## config.mk

```make
export PLATFORM = sky130hd
export DESIGN_NAME = stream_downsize
export DESIGN_NICKNAME = d
export VERILOG_FILES = /design/src/rtl/stream_resize_pkg.sv /design/src/rtl/stream_downsize.sv
export SDC_FILE = /design/constraint.sdc
export NUM_CORES = 1
export LEC_CHECK = 0
export CAP_MARGIN = 20
export CORE_ASPECT_RATIO = 1.5
export CORE_UTILIZATION = 30
export CTS_BUF_LIST = sky130_fd_sc_hd__clkbuf_16
export DETAILED_ROUTE_END_ITERATION = 8
export PLACE_DENSITY = 0.54
export SETUP_SLACK_MARGIN = 0.2
export SLEW_MARGIN = 5
export SYNTH_ARGS = -nofsm -noshare
export SYNTH_HDL_FRONTEND = slang
export SYNTH_SLANG_ARGS = --single-unit
```

## constraint.sdc

```tcl
create_clock -name clk -period 3.9 [get_ports clk]
set_input_delay 0.585 -clock clk [delete_from_list [all_inputs] [get_ports clk]]
set_output_delay 0.585 -clock clk [all_outputs]
set_load 0.01 [all_outputs]
```

## src/rtl/stream_resize_pkg.sv

```systemverilog
// Shared definitions for the stream_upsize / stream_downsize pair:
// the beat-level state encoding and the keep-field width helper.
package stream_resize_pkg;

  // A resizer either holds no beat or is working through the one it holds.
  typedef enum logic {
    EMPTY = 1'b0,
    DRAIN = 1'b1
  } state_e;

  // Width of a count-encoded keep field able to express 0..ratio words.
  function automatic int unsigned keep_width(input int unsigned ratio);
    return $clog2(ratio) + 1;
  endfunction

endpackage

```

## src/rtl/stream_downsize.sv

```systemverilog
// stream_downsize: takes one wide beat of T_DATA_RATIO words (count-encoded
// keep, last flag) and replays the kept words one per narrow handshake,
// word 0 first. m_last_o marks the final kept word of a last beat.
//
// Build option STREAM_DOWNSIZE_PIPE_READY_EN:
//   undefined - s_ready_o also rises on the final-word handshake, so a new
//               beat reloads with no bubble (combinational m_ready_i path).
//   defined   - s_ready_o is a flop that is high only while EMPTY; one idle
//               cycle separates consecutive beats.
module stream_downsize
  import stream_resize_pkg::*;
#(
  parameter int T_DATA_WIDTH  = 32,
  parameter int T_DATA_RATIO  = 3,
  parameter int T_WIDTH_RATIO = $clog2(T_DATA_RATIO)
) (
  input  logic                    clk,
  input  logic                    rst_n,
  input  logic [T_DATA_WIDTH-1:0] s_data_i [T_DATA_RATIO],
  input  logic [T_WIDTH_RATIO:0]  s_keep_i,
  input  logic                    s_last_i,
  input  logic                    s_valid_i,
  output logic                    s_ready_o,
  output logic [T_DATA_WIDTH-1:0] m_data_o,
  output logic                    m_last_o,
  output logic                    m_valid_o,
  input  logic                    m_ready_i
);

  localparam int                      KEEP_W   = keep_width(T_DATA_RATIO);
  localparam logic [KEEP_W-1:0]       KEEP_MAX = KEEP_W'(T_DATA_RATIO);
  localparam logic [KEEP_W-1:0]       KEEP_ONE = KEEP_W'(1);
  localparam logic [T_WIDTH_RATIO-1:0] IDX_ONE = T_WIDTH_RATIO'(1);

  // Held beat and drain position.
  state_e                  r_state;
  logic [T_DATA_WIDTH-1:0] r_data [T_DATA_RATIO];
  logic [KEEP_W-1:0]       r_cnt;
  logic                    r_last;
  logic [T_WIDTH_RATIO-1:0] r_idx;

  logic [KEEP_W-1:0] w_keep;
  logic              w_last_word;
  logic              w_m_hs;
  logic              w_s_ready;
  logic              w_load;

  // Clamp an oversized keep so the drain never walks past the last word.
  // NOTE: every always_comb output gets a default first so no latch is inferred.
  always_comb begin
    w_keep = s_keep_i;
    if (s_keep_i > KEEP_MAX) begin
      w_keep = KEEP_MAX;
    end
  end

  assign w_last_word = ({1'b0, r_idx} == (r_cnt - KEEP_ONE));
  assign w_m_hs      = (r_state == DRAIN) && m_ready_i;

`ifdef STREAM_DOWNSIZE_PIPE_READY_EN
  logic r_s_ready;
  assign w_s_ready = r_s_ready;
`else
  // Ready while empty, or as the final word leaves so the next beat reloads
  // on the same edge.
  assign w_s_ready = (r_state == EMPTY) || (w_m_hs && w_last_word);
`endif

  // A zero-keep beat is still accepted (consumed) but never loaded.
  assign w_load = s_valid_i && w_s_ready && (w_keep != '0);

  // Beat-level FSM: load on accept, step the word index per narrow handshake.
  // NOTE: sequential state uses non-blocking assignments so every flop sees
  // pre-edge values regardless of statement order.
  always_ff @(posedge clk or negedge rst_n) begin
    if (!rst_n) begin
      r_state   <= EMPTY;
      r_idx     <= '0;
      r_cnt     <= '0;
      r_last    <= 1'b0;
`ifdef STREAM_DOWNSIZE_PIPE_READY_EN
      r_s_ready <= 1'b1;
`endif
    end else if (w_load) begin
      r_state   <= DRAIN;
      r_idx     <= '0;
      r_cnt     <= w_keep;
      r_last    <= s_last_i;
`ifdef STREAM_DOWNSIZE_PIPE_READY_EN
      r_s_ready <= 1'b0;
`endif
    end else if (w_m_hs) begin
      if (w_last_word) begin
        r_state   <= EMPTY;
`ifdef STREAM_DOWNSIZE_PIPE_READY_EN
        r_s_ready <= 1'b1;
`endif
      end else begin
        r_idx <= r_idx + IDX_ONE;
      end
    end
  end

  // Capture the wide payload on load.
  // NOTE: the payload array has no reset; it is only observed while a
  // nonzero count is held, and leaving it unreset keeps it plain storage.
  always_ff @(posedge clk) begin
    if (w_load) begin
      r_data <= s_data_i;
    end
  end

  assign s_ready_o = w_s_ready;
  assign m_valid_o = (r_state == DRAIN);
  assign m_data_o  = r_data[r_idx];
  assign m_last_o  = m_valid_o && r_last && w_last_word;

endmodule

```

Word-level counts from Yosys, hierarchy flattened

Cells that the tools add are included.

Bits in registers: 103
Bits of input ports: 104
Output and inout bits: 35
Word-level logic and storage cells: 37

Add/sub/neg operators: 2
Magnitude comparators: 2
Eq/ne operators: 2
Mux-type cells: 10
Bitwise operators: 2
Reduce and logical (&&, ||, !) cells: 12

Operators by type and width:

| kind                  | count |
|---|---|
| $bmux W32 S2          | 1 |
| $mux W32              | 2 |
| $logic_and A1 B1 Y1   | 6 |
| $mux W2               | 3 |
| $reduce_and A2 Y1     | 2 |
| $reduce_bool A2 Y1    | 2 |
| $eq A2 B3 Y1          | 1 |
| $ge A3 B3 Y1 const B  | 1 |
| $gt A3 B2 Y1 const B  | 1 |
| $mux W1               | 3 |
| $mux W3               | 1 |
| $not A2 Y3            | 1 |
| $reduce_bool A3 Y1    | 1 |
| $sub A3 B1 Y3 const B | 1 |
| $add A2 B1 Y2 const B | 1 |
| $ne A2 B1 Y1 const B  | 1 |
| $logic_or A1 B1 Y1    | 1 |
| $not A1 Y1            | 1 |

Longest topological paths before layout

Depth in word-level cells: 8
Depth in mapped cells: 6
Gate-level depth less buffers: 6

Worst setup path after synthesis

OpenSTA, ideal clock, no wires.

Path type: register to register
Start: register r_cnt[0]
End: register r_last
Setup time: 0.129 ns
Arrival time: 3.163 ns
Required time: 3.771 ns
Slack: 0.608 ns
Cell stages (with the launch flop): 7
Path buffers: 0
Path through: dfrtp_1 > inv_1 > ha_1 > xor2_1 > nand4_2 > a21oi_4 > mux2_1

Word-level cells in the longest chain between the ends: 6

RTL lines:

| item                              | line                  | text |
|---|---|---|
| start: declaration                | stream_downsize.sv:38 | `logic [KEEP_W-1:0] r_cnt;` |
| start signal: assignment          | stream_downsize.sv:87 | `r_cnt <= w_keep;` |
| $sub A3 B1 Y3                     | stream_downsize.sv:57 | `assign w_last_word = ({1'b0, r_idx} == (r_cnt - KEEP_ONE));` |
| $eq A2 B3 Y1                      | stream_downsize.sv:57 |  |
| $logic_and A1 B1 Y1               | stream_downsize.sv:66 | `assign w_s_ready = (r_state == EMPTY) \|\| (w_m_hs && w_last_word);` |
| $logic_or A1 B1 Y1                | stream_downsize.sv:66 |  |
| $logic_and A1 B1 Y1 (2 in series) | stream_downsize.sv:70 | `assign w_load = s_valid_i && w_s_ready && (w_keep != '0);` |
| named net w_load                  | stream_downsize.sv:46 | `logic w_load;` |
| end signal: assignment            | stream_downsize.sv:88 | `r_last <= s_last_i;` |
| end: declaration                  | stream_downsize.sv:39 | `logic r_last;` |

The timed path passes the listed nets, and every way through them passes these cells.
A chain may end at the register's enable or synchronous reset.

Worst setup path after layout

Start: register r_idx[0]
End: output m_data_o[19]

Word-level cells in the longest chain between the ends: 4

RTL lines:

| item                                         | line                   | text |
|---|---|---|
| start: declaration                           | stream_downsize.sv:40  | `logic [T_WIDTH_RATIO-1:0] r_idx;` |
| start signal: assignment                     | stream_downsize.sv:99  | `r_idx <= r_idx + IDX_ONE;` |
| $not A2 Y3 (not written as such)             | stream_downsize.sv:115 | `assign m_data_o = r_data[r_idx];` |
| $bmux W32 S2                                 | stream_downsize.sv:115 |  |
| $mux W32 (not written as such) (2 in series) | stream_downsize.sv:115 |  |
| end: declaration                             | stream_downsize.sv:24  | `output logic [T_DATA_WIDTH-1:0] m_data_o,` |

Every way passes these cells. The select of a mux whose other input is x is not followed.

==> flow_metrics.tcl <==
set metrics [dict create \
    grt_max_degree 38 \
    grt_pass1_wl_um 13600 \
    clk_pin_slew_ps 60 \
    power.leakage_nw 2.05 \
    drt-wirelength-per-cell_um 16.4 \
    r2r-start "r_idx[0]" \
    tritoncts "yes" \
    fin_crit_sh 0.782 \
    placed_area_um2 5580 \
    layout.nets 491 \
    grt_pass1_vias 2655 \
    num_vias 2466 \
    post-route-cell-area_um2 5860 \
    grt_util_all_layers 0.138 \
    dp_cells 534 \
    netlist.area_leader.share 0.731 \
    rows 51 \
    gp_congestion 0.728 \
    cts-htree-levels 3 \
    cts_buffers 9 \
    wl_um 9040 \
    cts_resized 0 \
    r2r_cells 4 \
    yosysTopAreaCell "edfxtp_1" \
    crit_path_end_kind "output port" \
    period_needed_ps 3050 \
    maxCapViolCount 0 \
    ys.flop_type "edfxtp_1" \
    ys.warnings.count 0 \
    grt_overflow_total 0 \
    synth_edf_count 96 \
    synthMostInstantiatedCell "edfxtp_1" \
    antenna_left 0 \
    crit_path_top_delay_cell "dfrtp_2" \
    crit_arrival_ps 2470 \
    crit_chain "buf_4 > mux2i_1 > o21ai_1 > clkdlybuf4s50_1" \
    nFillCells 1175 \
    p_int_mw 2.83 \
    power_density_nw_per_um2 696 \
    status "finished, final reports clean" \
    max_stage_delay_ps 770 \
    ys_ff_latch 103 \
    final_cells 550 \
    syn_avg_cell_area_um2 16.3 \
    die_area_um2 13600 \
    cts-hold-fix-buffers 0 \
    start_util 0.306 \
    ioPinCount 139 \
    p_comb_frac 0.386 \
    regArea_um2 3060 \
    whs_path_depth 1 \
    synthTopCellsByArea "edfxtp_1 73%, mux2i_1 8.6%, dfrtp_1 4.4%, o21ai_1 3.8%, nand2_1 3.4%" \
    start_kind "flip-flop" \
    place_hpwl_um 6470 \
    tightestPinTransition_ps 765 \
    pwr-share-clk 0.209 \
    area_growth_pct 48.4 \
    via_per_inst 4.48 \
    syn-num-nets 347 \
    synth_cell_type_count 27 \
    ir_drop_mv 0.285 \
    synthArstFlopShare 0.0680 \
    clk_path_buf_depth 2 \
    portBuffers 138 \
    required_ps 3310 \
    antenna_found_initial 0 \
    min_to "r_last" \
    holdWs_ps 498 \
    ff2ff_setup_slack_ps 1280 \
    insertedDiodeCount 0 \
    p_sw_mw 1.24 \
    hp-class "reg -> reg" \
    hold_viol_final 0 \
    root_buffer "clkbuf_16" \
    relSlewSlack 0.489 \
    multi_input_area_um2 825 \
    drive_gt1_frac 0.0639 \
    critPathMaxFanout 20 \
    chipWidth_um 95.6 \
    r2r_end "r_data[48]" \
    cts.sinks 103 \
    drt_iter0_drc 55 \
    path_class "reg -> out" \
    synthesis.area_um2 3950 \
    fmax_mhz 328 \
    post_cts.repair.setup_buffers 0 \
    placeableCoreArea_um2 12900 \
    grt_setup_unrepaired "false" \
    die_y_um 142 \
    yosys-top-cells-count "96 x edfxtp_1, 36 x nand2_1, 34 x mux2i_1" \
    dr.pass1.iters 4 \
    slew_violations 0 \
    min_from "r_last" \
    skew_ps 2.35 \
    fin_setup_tns_ps 0 \
    syn_inst 242 \
    seqPwrFrac 0.405 \
    drc 0 \
    ys_seq_area_frac 0.775 \
    clock_latency_ps 340 \
    p_sw_frac 0.305 \
    finalSetupViolCount 0 \
]
[kinds of logic after synthesis]
family | share of synthesized area
and+or+nand+nor | 0.0485
AOI/OAI and AO/OA | 0.0580
xor gates and xnor gates | 0.00666
adders and majority gates | 0.00317
muxes | 0.0919
DFF | 0.775
buffers and inverters | 0.0168
[worst max-delay path, delay by kind of cell, from the launching register on]
family                 cells  cell delay [ps]
flip-flops                 1              770
AO/OA/AOI/OAI              1              100
buffers and inverters      2              920
multiplexers               1              320
[layer usage]
| layer | up-vias | GRT usage | share of wire |
|---|---|---|---|
| li1 | 1196 | - | - |
| met1 | 1183 | 0.156 | 0.37 |
| met2 | 73 | 0.247 | 0.56 |
| met3 | 14 | 0.0262 | 0.043 |
| met4 | 0 | 0.0636 | 0.021 |
| met5 | - | 0 | 0 |
[per-stage QoR]
stage,utilization,power [mW],worst slack [ps]
after floorplan,-,2.44,608
after global placement,0.433,3.27,1170
after detailed placement,0.433,3.28,1170
after CTS,0.454,4.15,791
after global routing,0.454,4.32,709
final,0.454,4.08,850
[cells in the final DEF, fill, tap and decap left out, types with 2 or more instances in the layout]
master | Yosys | routed
inv_1 | 3 | 4
buf_12 | 0 | 4
clkdlybuf4s50_1 | 0 | 138
clkinv_2 | 0 | 2
buf_4 | 0 | 3
clkbuf_16 | 0 | 9
dfrtp_1 | 7 | 6
a21boi_1 | 2 | 2
xor2_1 | 2 | 2
nand2_1 | 36 | 36
mux2i_1 | 34 | 34
edfxtp_1 | 96 | 96
clkinv_1 | 0 | 3
nor2_1 | 3 | 3
o21ai_1 | 30 | 30
[power groups by stage]
stage               clock network [mW]  logic (mW)  registers (mW)
floorplan                            0       0.821            1.62
global placement                     0        1.60            1.67
detailed placement                   0        1.60            1.68
CTS                              0.886        1.61            1.65
global route                     0.924        1.71            1.68
finish                           0.854        1.57            1.65
[cell type report]
class / instances / area share
Clock buffer: 9 / 0.0384
Clock inverter: 7 / 0.00940
Inverter: 3 / 0.00192
Multi-Input combinational cell: 124 / 0.141
Sequential cell: 103 / 0.522
Tap cell: 159 / 0.0340
Timing Repair Buffer: 145 / 0.253
[state kept, by name (all words and copies together) (netlist names)]
signal	cells
r_data	96
r_cnt	3
r_idx	2
m_valid_o	1
r_last	1
[worst max-delay path by stage]
stage	from	end	slack (ps)	cells after the start
2_1_floorplan	r_cnt[0]	r_last	610	6
3_3_place_gp	r_idx[0]	m_data_o[19]	1170	4
3_5_place_dp	r_idx[0]	m_data_o[19]	1170	4
4_1_cts	r_idx[0]	m_data_o[19]	790	4
5_1_grt	r_idx[0]	m_data_o[19]	710	4
6_report	r_idx[0]	m_data_o[19]	850	4
No activity file was read; power rests on OpenSTA's default activity.
